## src/rtl/sec_clock_gen.sv

```systemverilog
// rtl/sec_clock_gen.sv - 1 Hz seconds timebase with 0..59 seconds count and minute tick/clock.
// Optional crystal trim input enabled by macro SEC_CLK_TRIM_EN.
module sec_clock_gen #(
  parameter int CLK_FREQ_HZ = 10000,
  parameter int CNT_W       = 32
) (
  input  logic              clk,
  input  logic              rst_n,
  input  logic              en,
  input  logic              clr,
`ifdef SEC_CLK_TRIM_EN
  input  logic signed [7:0] trim,
`endif
  output logic              sec_tick,
  output logic              sec_clk,
  output logic [5:0]        sec_count,
  output logic              min_tick,
  output logic              min_clk
);

  localparam logic [CNT_W-1:0] DIV = CNT_W'(CLK_FREQ_HZ);

  logic [CNT_W-1:0] prescaler, pre_nxt;
  logic [CNT_W-1:0] period;
  logic [5:0]       cnt_nxt;
  logic             tick_nxt, mtick_nxt, sclk_nxt, mclk_nxt;
  logic             wrap;

  assign wrap = en && !clr && (prescaler == period - CNT_W'(1));

`ifdef SEC_CLK_TRIM_EN
  logic signed [CNT_W+1:0] trim_sum;
  logic [CNT_W-1:0]        trim_period;
  logic [CNT_W-1:0]        period_q;
  logic                    load_pend;

  assign trim_sum    = $signed({2'b00, DIV}) + (CNT_W+2)'(trim);
  assign trim_period = (trim_sum < 4) ? CNT_W'(4) : trim_sum[CNT_W-1:0];
  assign period      = period_q;

  // The first edge after reset cannot wrap (prescaler 0 < period-1), so the
  // trim captured there is in effect for the whole first second.
  always_ff @(posedge clk or negedge rst_n) begin
    if (!rst_n) begin
      period_q  <= DIV;
      load_pend <= 1'b1;
    end else begin
      if (clr || load_pend || wrap) period_q <= trim_period;
      load_pend <= 1'b0;
    end
  end
`else
  assign period = DIV;
`endif

  always_comb begin
    pre_nxt   = prescaler;
    cnt_nxt   = sec_count;
    tick_nxt  = 1'b0;
    mtick_nxt = 1'b0;
    sclk_nxt  = sec_clk;
    mclk_nxt  = min_clk;
    if (clr) begin
      pre_nxt  = '0;
      cnt_nxt  = '0;
      sclk_nxt = 1'b0;
      mclk_nxt = 1'b0;
    end else if (en) begin
      if (wrap) begin
        pre_nxt  = '0;
        tick_nxt = 1'b1;
        if (sec_count == 6'd59) begin
          cnt_nxt   = '0;
          mtick_nxt = 1'b1;
        end else begin
          cnt_nxt = sec_count + 6'd1;
        end
      end else begin
        pre_nxt = prescaler + CNT_W'(1);
      end
      sclk_nxt = (pre_nxt >= (period >> 1));
      mclk_nxt = (cnt_nxt >= 6'd30);
    end
  end

  always_ff @(posedge clk or negedge rst_n) begin
    if (!rst_n) begin
      prescaler <= '0;
      sec_count <= '0;
      sec_tick  <= 1'b0;
      sec_clk   <= 1'b0;
      min_tick  <= 1'b0;
      min_clk   <= 1'b0;
    end else begin
      prescaler <= pre_nxt;
      sec_count <= cnt_nxt;
      sec_tick  <= tick_nxt;
      sec_clk   <= sclk_nxt;
      min_tick  <= mtick_nxt;
      min_clk   <= mclk_nxt;
    end
  end

endmodule

```

## config.mk

```make
export PLATFORM = sky130hd
export DESIGN_NAME = sec_clock_gen
export DESIGN_NICKNAME = d
export VERILOG_FILES = /design/src/rtl/sec_clock_gen.sv
export SDC_FILE = /design/constraint.sdc
export NUM_CORES = 1
export LEC_CHECK = 0
export ABC_AREA = 1
export CORE_MARGIN = 3
export CORE_UTILIZATION = 60
export DETAILED_ROUTE_END_ITERATION = 7
export GPL_ROUTABILITY_DRIVEN = 0
export GPL_TIMING_DRIVEN = 0
export PLACE_DENSITY = 0.77
export SKIP_CTS_REPAIR_TIMING = 1
export SLEW_MARGIN = 20
export SYNTH_ARGS = -nofsm -noshare
export SYNTH_HDL_FRONTEND = slang
export SYNTH_SLANG_ARGS = --single-unit
export TNS_END_PERCENT = 50
```

## constraint.sdc

```tcl
create_clock -name clk -period 2.3 [get_ports clk]
set_input_delay 0.46 -clock clk [delete_from_list [all_inputs] [get_ports clk]]
set_output_delay 0.46 -clock clk [all_outputs]
set_load 0.1 [all_outputs]
```

## Word-level counts from Yosys, hierarchy flattened

Index checks and enable logic that the tools add are counted.

| storage, ports and cells | value |
|---|---|
| word-level logic and storage cells | 38 |
| flip-flop bits (word level) | 42 |
| input port bits | 4 |
| output and inout bits | 10 |

| operators by class | value |
|---|---|
| order comparisons | 2 |
| $add $sub $neg | 2 |
| reductions and logical operators | 4 |
| equal/unequal tests | 2 |
| multiplexer cells | 22 |

Operators by type and width:

| operator | number |
|---|---|
| 2-to-1 mux 32 bit | 5 |
| 2-to-1 mux 6 bit | 6 |
| adder 32 x 1 -> 32 bit, second input constant | 1 |
| == test 32 x 14 -> 1 bit, second input constant | 1 |
| greater-or-equal comparator 32 x 13 -> 1 bit, second input constant | 1 |
| 2-to-1 mux 1 bit | 11 |
| adder 6 x 1 -> 6 bit, second input constant | 1 |
| == test 6 bit, second input constant | 1 |
| greater-or-equal comparator 6 x 5 -> 1 bit, second input constant | 1 |
| logical AND 1 bit | 2 |
| nonzero test 2 bit | 1 |
| logical NOT 1 bit | 1 |

## Logic depth before layout (Yosys ltp)

Gate-level depths: netlist (run 1).

| depth | value |
|---|---|
| depth after elaboration | 9 |
| mapped depth | 15 |
| depth with buffers taken out | 15 |

## Least setup slack after synthesis (run 1)

OpenSTA, ideal clock, no wires.

| path | value |
|---|---|
| path kind | reg-to-reg |
| start | register sec_count[3] |
| end | register min_clk |
| path buffers | 0 |
| required time | 2176 ps |
| cell stages (with the launch flop) | 11 |
| slack | 216 ps |
| clock period less this slack | 2084 ps |
| data arrival time | 1960 ps |
| setup time | 124 ps |
| path through | dfrtp_1 -> inv_1 -> nor3_1 -> nand2_1 -> xor2_1 -> nor2_1 -> nand2_1 -> o21ai_0 -> nand2_1 -> nand2_1 -> o21bai_1 |

| on the way | value |
|---|---|
| longest elaborated chain between the ends | 8 |
| elaborated cells on any way between the ends | 9 |
| classes of those cells | add/sub (1); order compare (1); eq/ne (1); mux (6) |

Ends and longest elaborated chain:

| item | RTL line | source |
|---|---|---|
| from (decl) | 16 | `output logic [5:0] sec_count,` |
| from (signal assigned) | 96 | `sec_count <= cnt_nxt;` |
| adder 6 x 1 -> 6 bit or == test 6 bit (tied branches) | 76, 72 |  |
| 2-to-1 mux 6 bit | 72 | `if (sec_count == 6'd59) begin` |
| 2-to-1 mux 6 bit (*) | 69 | `if (wrap) begin` |
| 2-to-1 mux 6 bit (*) | 68 | `end else if (en) begin` |
| 2-to-1 mux 6 bit (*) | 63 | `if (clr) begin` |
| greater-or-equal comparator 6 x 5 -> 1 bit (*) | 82 | `mclk_nxt = (cnt_nxt >= 6'd30);` |
| 2-to-1 mux 1 bit (*) | 68 |  |
| 2-to-1 mux 1 bit (*) | 63 |  |
| to (signal assigned) | 100 | `min_clk <= mclk_nxt;` |
| to (decl) | 18 | `output logic min_clk` |

Every way passes the cells marked *; elsewhere a longest branch is shown, timed or not. The select of a mux whose other input is x is not followed.
A chain may end at the register's enable or synchronous reset.

## Worst setup path in the final report (run 1)

| path | value |
|---|---|
| start | register min_clk |
| end | output min_clk |

No word-level cell between the ends.

==> results by group, run 1 <==
Outcome
  • Status: finished clean

Power and ir drop
  • Clock Power Share: 38.2%
  • Combinational Power Share: 5.3%
  • Switching share of power: a little under a quarter
  • Pint: 0.00100 W
  • Max VDD drop: 0.316 mV
  • PwrDens: 395 nW/um^2
  • Psw: 0.000316 W
  • Seq pwr share: 56.5%
  • Pleak: around 1.7 nW

Worst setup path
  • Reg-to-reg slack, setup: 60 ps
  • Critical path's slowest cell: clkdlybuf4s50_1
  • Critical path peak fanout: 2
  • Crit path launch type: flip-flop
  • Worst reg2reg startpoint: prescaler[0]
  • CP cell instances: clkdlybuf4s50_1
  • Reg2reg end: sec_clk
  • Largest stage delay on the critical path: between 1000 and 1500 ps
  • Reg2Reg Depth: 15
  • Buf/Inv on CP: 1
  • CP Class: reg -> out
  • WP data required: 1840 ps
  • WP data arrival: around 1800 ps
  • Cell class contributing the biggest share of worst-path delay: buffers and inverters
  • Worst Setup End Kind: output port

Clocking
  • TritonCTS clock tree: built
  • Clk sinks: 42
  • CTS buffer count: 5
  • Clk slew on worst S/H paths: roughly 80 ps
  • Clk buf depth: 2
  • Worst-Skew Late Latency: between 300 and 400 ps
  • H-tree levels: 2
  • CTS root buffer: clkbuf_8

Synth
  • Largest cells by area after synthesis: dfrtp_1, nand2_1, nor2_1
  • Synth Warn #: 0
  • Syn Area/Cell: 6.66 um^2
  • Top FF cell, synth: dfrtp_1
  • Register area share after synthesis: a little over a third
  • Yosys top cell area share: 35.8%
  • Distinct cells, synth: 30
  • Cell Area, Synth: 2940 um^2
  • EDFF count, synth: 0
  • Post-Syn Nets: 447
  • Count leader, synth: nand2_1
  • Cell count after synthesis: 441
  • Synthesis-stage register bit count: between 40 and 50
  • Yosys top cell by area: dfrtp_1
  • Async SR Flop Fraction: 100%
  • Post-synth top cells: nand2_1, nor2_1, inv_1

Die
  • Die width: roughly 76 um
  • Core area: approximately 4500 um^2
  • Full die area: between 5000 and 6000 um^2
  • I/O pin count: 14
  • Starting Density: between 60 and 70%
  • Row cnt: 24
  • Die height: between 70 and 80 um

Global routing
  • Grt ovf: 0
  • Number of global-route vias before repair: between 2000 and 3000
  • Largest net degree at the start of global routing: 24
  • GRT Overall Usage: 28.8%
  • Initial antenna violation count: 0
  • First-pass GRT wire length: around 13 mm

Finish
  • # nets final: ~470
  • Post-route cell area: between 3000 and 4000 um^2
  • Layout cells sized above 1: under 10%
  • Fin util: about three quarters
  • Ant. Diodes: 0
  • Layout area overhead: 13.9%

Detailed routing
  • DRC: 0
  • Final wirelength: about 8.1 mm
  • Via count: 3009
  • Met2 WL: ~3.6 mm
  • DRT met1 WL: approximately 3.7 mm
  • Detailed Route Iter0 Violations: ~320
  • DRT Pass-1 Iters: 5
  • Antenna Nets Post-Route: 0
  • Wire length on met3: about 590 um
  • Post-DR wirelength/cell: between 15 and 20 um
  • Highest Signal Layer: met4
  • Via-to-Cell Ratio: 5.65

Job
  • Max cap viols: 0

STA
  • Fmax: 445 MHz
  • Pins Over Slew Limit: 0
  • Clk_skew: roughly 10 ps
  • RSZ-0062 raised after global routing: yes
  • Final Hold Vio Count: 0
  • Hold slack: ~110 ps
  • Final Cycle Share: between 90% and 100%
  • Worst setup margin: between 50 and 60 ps
  • Setup-failing EPs final: 0
  • Min Tclk post-route: ~2200 ps
  • Worst-Margin Slew: around 1000 ps
  • Worst rel slew slack: between 30% and 40%

Worst hold path
  • Hold crit path type: in -> async

Placement
  • I/O Buffers: 13
  • Pre-CTS WS: -255 ps
  • HPWL Detailed: 6.27 mm
  • Post-DP Area: 3170 um^2
power by group through the flow:
stage / clock, W / sequential [W] / combinational, W
floorplan: 0 / 0.000758 / 0.0000266
global placement: 0 / 0.000759 / 0.0000596
detailed placement: 0 / 0.000759 / 0.0000659
CTS: 0.000509 / 0.000744 / 0.0000657
global route: 0.000539 / 0.000746 / 0.0000769
finish: 0.000505 / 0.000746 / 0.0000702
state kept, by name (all words and copies together), names as in the netlist:
| signal | cells |
|---|---|
| prescaler | 32 |
| sec_count | 6 |
| min_clk | 1 |
| min_tick | 1 |
| sec_clk | 1 |
| sec_tick | 1 |
metrics by stage:
stage	setup TNS [ps]	total power (W)	instances
2_1_floorplan	0	0.000785	441
3_3_place_gp	-16280	0.000819	519
3_5_place_dp	-2320	0.000825	520
4_1_cts	-207	0.00132	528
5_1_grt	-42.7	0.00136	533
6_report	0	0.00132	533
layer usage:
| metal | vias up | GRT usage [%] |
|---|---|---|
| li1 | 1466 | - |
| met1 | 1386 | 41.1 |
| met2 | 130 | 43.5 |
| met3 | 27 | 5.45 |
| met4 | 0 | 11.1 |
| met5 | - | 0 |
cells by family (layout without fill, tap and decap cells):
group	after synthesis	after routing	synth area share [%]
muxes	1	1	0.341
xor gates and xnor gates	16	16	4.77
DFF	42	42	35.8
AOI/OAI and AO/OA	49	49	10.4
and+or+nand+nor	265	265	39.3
buffers and inverters	66	93	8.48
adders and majority gates	2	2	0.852
cell type report:
class	count	area, um^2
Multi-Input combinational cell	333	1650
Fill cell	363	1190
Sequential cell	42	1050
Inverter	60	225
Timing Repair Buffer	19	218
Clock buffer	7	86.3
Tap cell	65	81.3
Buffer	6	23.8
Clock inverter	1	5.00
worst max-delay path by stage:
stage | from | endpoint | slack [ps] | depth (start not counted)
after detailed placement | clr | sec_clk | -250 | 11
after global placement | rst_n | sec_count[1] | -340 | 1
after CTS | sec_count[3] | sec_count[3] | -60 | 1
after global routing | prescaler[0] | sec_clk | -40 | 15
final | min_clk | min_clk | 50 | 1
after floorplan | sec_count[3] | min_clk | 220 | 10
cells in the final DEF, fill, tap and decap left out, types with 2 or more instances in the layout:
cell and instances:
dlymetal6s2s_1 6, o21ai_0 14, a21oi_1 2, nor2_1 64, clkbuf_8 6, dfrtp_1 41, nor2_8 2, xor2_1 16
buf_4 4, clkbuf_1 6, buf_2 2, o22ai_1 24, o21bai_1 2, nor2_4 2, clkdlybuf4s50_1 6, o32ai_1 3
nand2_2 5, inv_2 3, a32o_1 3, nand3_1 22, nand2_1 140, nand4_1 4, nor2_2 7, nor3_1 14
inv_1 56
No activity file was read; power rests on OpenSTA's default activity.
==> run 2, diff against run 1 <==
--- a/config.mk
+++ b/config.mk
@@ -8,6 +8,7 @@
 export ABC_AREA = 1
 export CORE_MARGIN = 3
 export CORE_UTILIZATION = 60
+export CTS_BUF_LIST = sky130_fd_sc_hd__clkbuf_4
 export DETAILED_ROUTE_END_ITERATION = 7
 export GPL_ROUTABILITY_DRIVEN = 0
 export GPL_TIMING_DRIVEN = 0
==> results by group, run 2 (synthesis gave the netlist of run 1 again) <==
Die
  • Die height: between 70 and 80 um
  • Full die area: just under 6000 um^2
  • I/O pin count: 14
  • Row cnt: 24
  • Starting Density: about 65%
  • Die width: 76.0 um
  • Core area: 4530 um^2

Finish
  • Post-route cell area: 3260 um^2
  • # nets final: between 400 and 500
  • Layout cells sized above 1: under 10%
  • Fill count: ~370
  • Ant. Diodes: 0
  • Layout area overhead: 11.0%
  • Register name with the most flops: prescaler
  • Commonest non-fill, non-tap cell in the layout: nand2_1
  • Max FFs per register: 32
  • Most frequent cells in the layout: nand2_1, nor2_1, inv_1, dfrtp_1, o22ai_1
  • Largest regs: prescaler x32, sec_count x6
  • Layout Cells excl Fill: approximately 530

Global routing
  • GRT met1 Usage: between 40% and 50%
  • Grt peak-use layer: met2
  • First-pass GRT wire length: about 13 mm
  • Met2 usage: a little over two fifths
  • GRT Overall Usage: between 20 and 30%
  • Number of global-route vias before repair: 2804
  • Grt ovf: 0
  • Largest net degree at the start of global routing: 24
  • GR Util met3: under 10%
  • Initial antenna violation count: 0

Worst setup path
  • WP data required: around 2600 ps
  • Critical path peak fanout: 9
  • CP Class: reg -> reg
  • Worst reg2reg startpoint: prescaler[1]
  • Reg-to-reg slack, setup: about 11 ps
  • Worst Setup End Kind: flip-flop
  • Reg2Reg Depth: 12
  • Reg2reg end: sec_clk
  • Crit path launch type: flip-flop
  • WP data arrival: 2560 ps

STA
  • Worst-Margin Slew: between 900 and 1000 ps
  • Final Hold Vio Count: 0
  • Min Tclk post-route: around 2300 ps
  • Worst rel slew slack: between 30% and 40%
  • Pins Over Slew Limit: 0
  • Fmax: 437 MHz
  • Setup_tns: 0 ps
  • Setup-failing EPs final: 0
  • Final Cycle Share: between 90% and 100%
  • Clk_skew: 13.0 ps
  • Worst setup margin: between 10 and 15 ps
  • Hold slack: around 31 ps
  • RSZ-0062 raised after global routing: yes

Clocking
  • TritonCTS clock tree: built
  • Clk sinks: 42
  • H-tree levels: 2
  • Clk slew on worst S/H paths: ~130 ps
  • Worst-Skew Late Latency: about 370 ps
  • Clk buf depth: 2
  • CTS root buffer: clkbuf_4
  • CTS buffer count: 5

Power and ir drop
  • Pleak: between 1.5 and 2 nW
  • Switching share of power: 25.3%
  • PwrDens: 364 nW/um^2
  • Clock Power Share: between 30% and 40%
  • Pint: around 0.00089 W
  • Max VDD drop: 0.279 mV
  • Psw: around 0.00030 W
  • Seq pwr share: 62.9%
  • Combinational Power Share: between 5 and 6%

Worst hold path
  • Hold crit path type: in -> async

Detailed routing
  • DRT Pass-1 Iters: 6
  • Post-DR wirelength/cell: 15.0 um
  • Antenna Nets Post-Route: 0
  • DRC: 0
  • Detailed Route Iter0 Violations: around 330
  • Via-to-Cell Ratio: roughly 5.6
  • Via count: 2971
  • Final wirelength: approximately 7.9 mm

Placement
  • HPWL Detailed: about 6.3 mm
  • Dpl cells: 520
  • Pre-CTS WS: -255 ps
  • Post-DP Area: 3170 um^2
  • I/O Buffers: 13

Job
  • Max cap viols: 0

Outcome
  • Status: finished clean
==> run 2: cell count changes in the layout (fill, tap and decap cells not counted), moves of 4 or more <==
| cell | change |
|---|---|
| clkbuf_4 | +6 |
| clkbuf_8 | -6 |
| buf_4 | -4 |
| clkdlybuf4s50_1 | -4 |
| dlymetal6s2s_1 | +4 |
==> run 2: per-layer routing <==
metal / vias up / share of wire, %
met4: 0 / 2.2
met1: 1362 / 46
met5: - / 0
met2: 130 / 44
met3: 19 / 7.5
li1: 1460 / -
==> run 2: critical path: stages (launching register included) <==
cell      delay (ps)
dfrtp_1          420
ha_2             250
nand2_2          130
nor2_8           210
nand2_2           90
nor2_4           140
nand3_4          170
nand2_1          150
nand3_1          120
nor2_1           140
nand3_1          110
o21bai_1         200
nand2_1           60
==> run 2: worst max path at each step <==
stage                      start      endpoint  depth (start not counted)
floorplan           sec_count[3]       min_clk                         10
global placement           rst_n  sec_count[1]                          1
detailed placement           clr       sec_clk                         11
CTS                 sec_count[3]  sec_count[3]                          1
global route        prescaler[1]       sec_clk                         12
finish              prescaler[1]       sec_clk                         12
==> run 2: layout make-up <==
cell class,count,area (um^2),area share [%]
flip-flops and latches,42,1050,32.3
plain buffers,6,23.8,0.730
inverters,60,225,6.91
well taps,65,81.3,2.50
multi-input cells,333,1640,50.5
repair buffers,14,178,5.45
clock buffers,6,45.0,1.38
clock inverters,2,8.76,0.269
==> run 2: power groups by stage <==
stage | Combinational, W | Clock [W] | Sequential, W
after floorplan | 0.0000266 | 0 | 0.000758
final | 0.0000660 | 0.000375 | 0.000746
after global routing | 0.0000723 | 0.000408 | 0.000747
after global placement | 0.0000596 | 0 | 0.000759
after detailed placement | 0.0000659 | 0 | 0.000759
after CTS | 0.0000657 | 0.000377 | 0.000745
==> run 2: through the flow <==
stage	total power [W]	util, %
2_1_floorplan	0.000785	-
3_3_place_gp	0.000819	69.4
3_5_place_dp	0.000825	69.9
4_1_cts	0.00119	71.1
5_1_grt	0.00123	71.9
6_report	0.00119	71.9
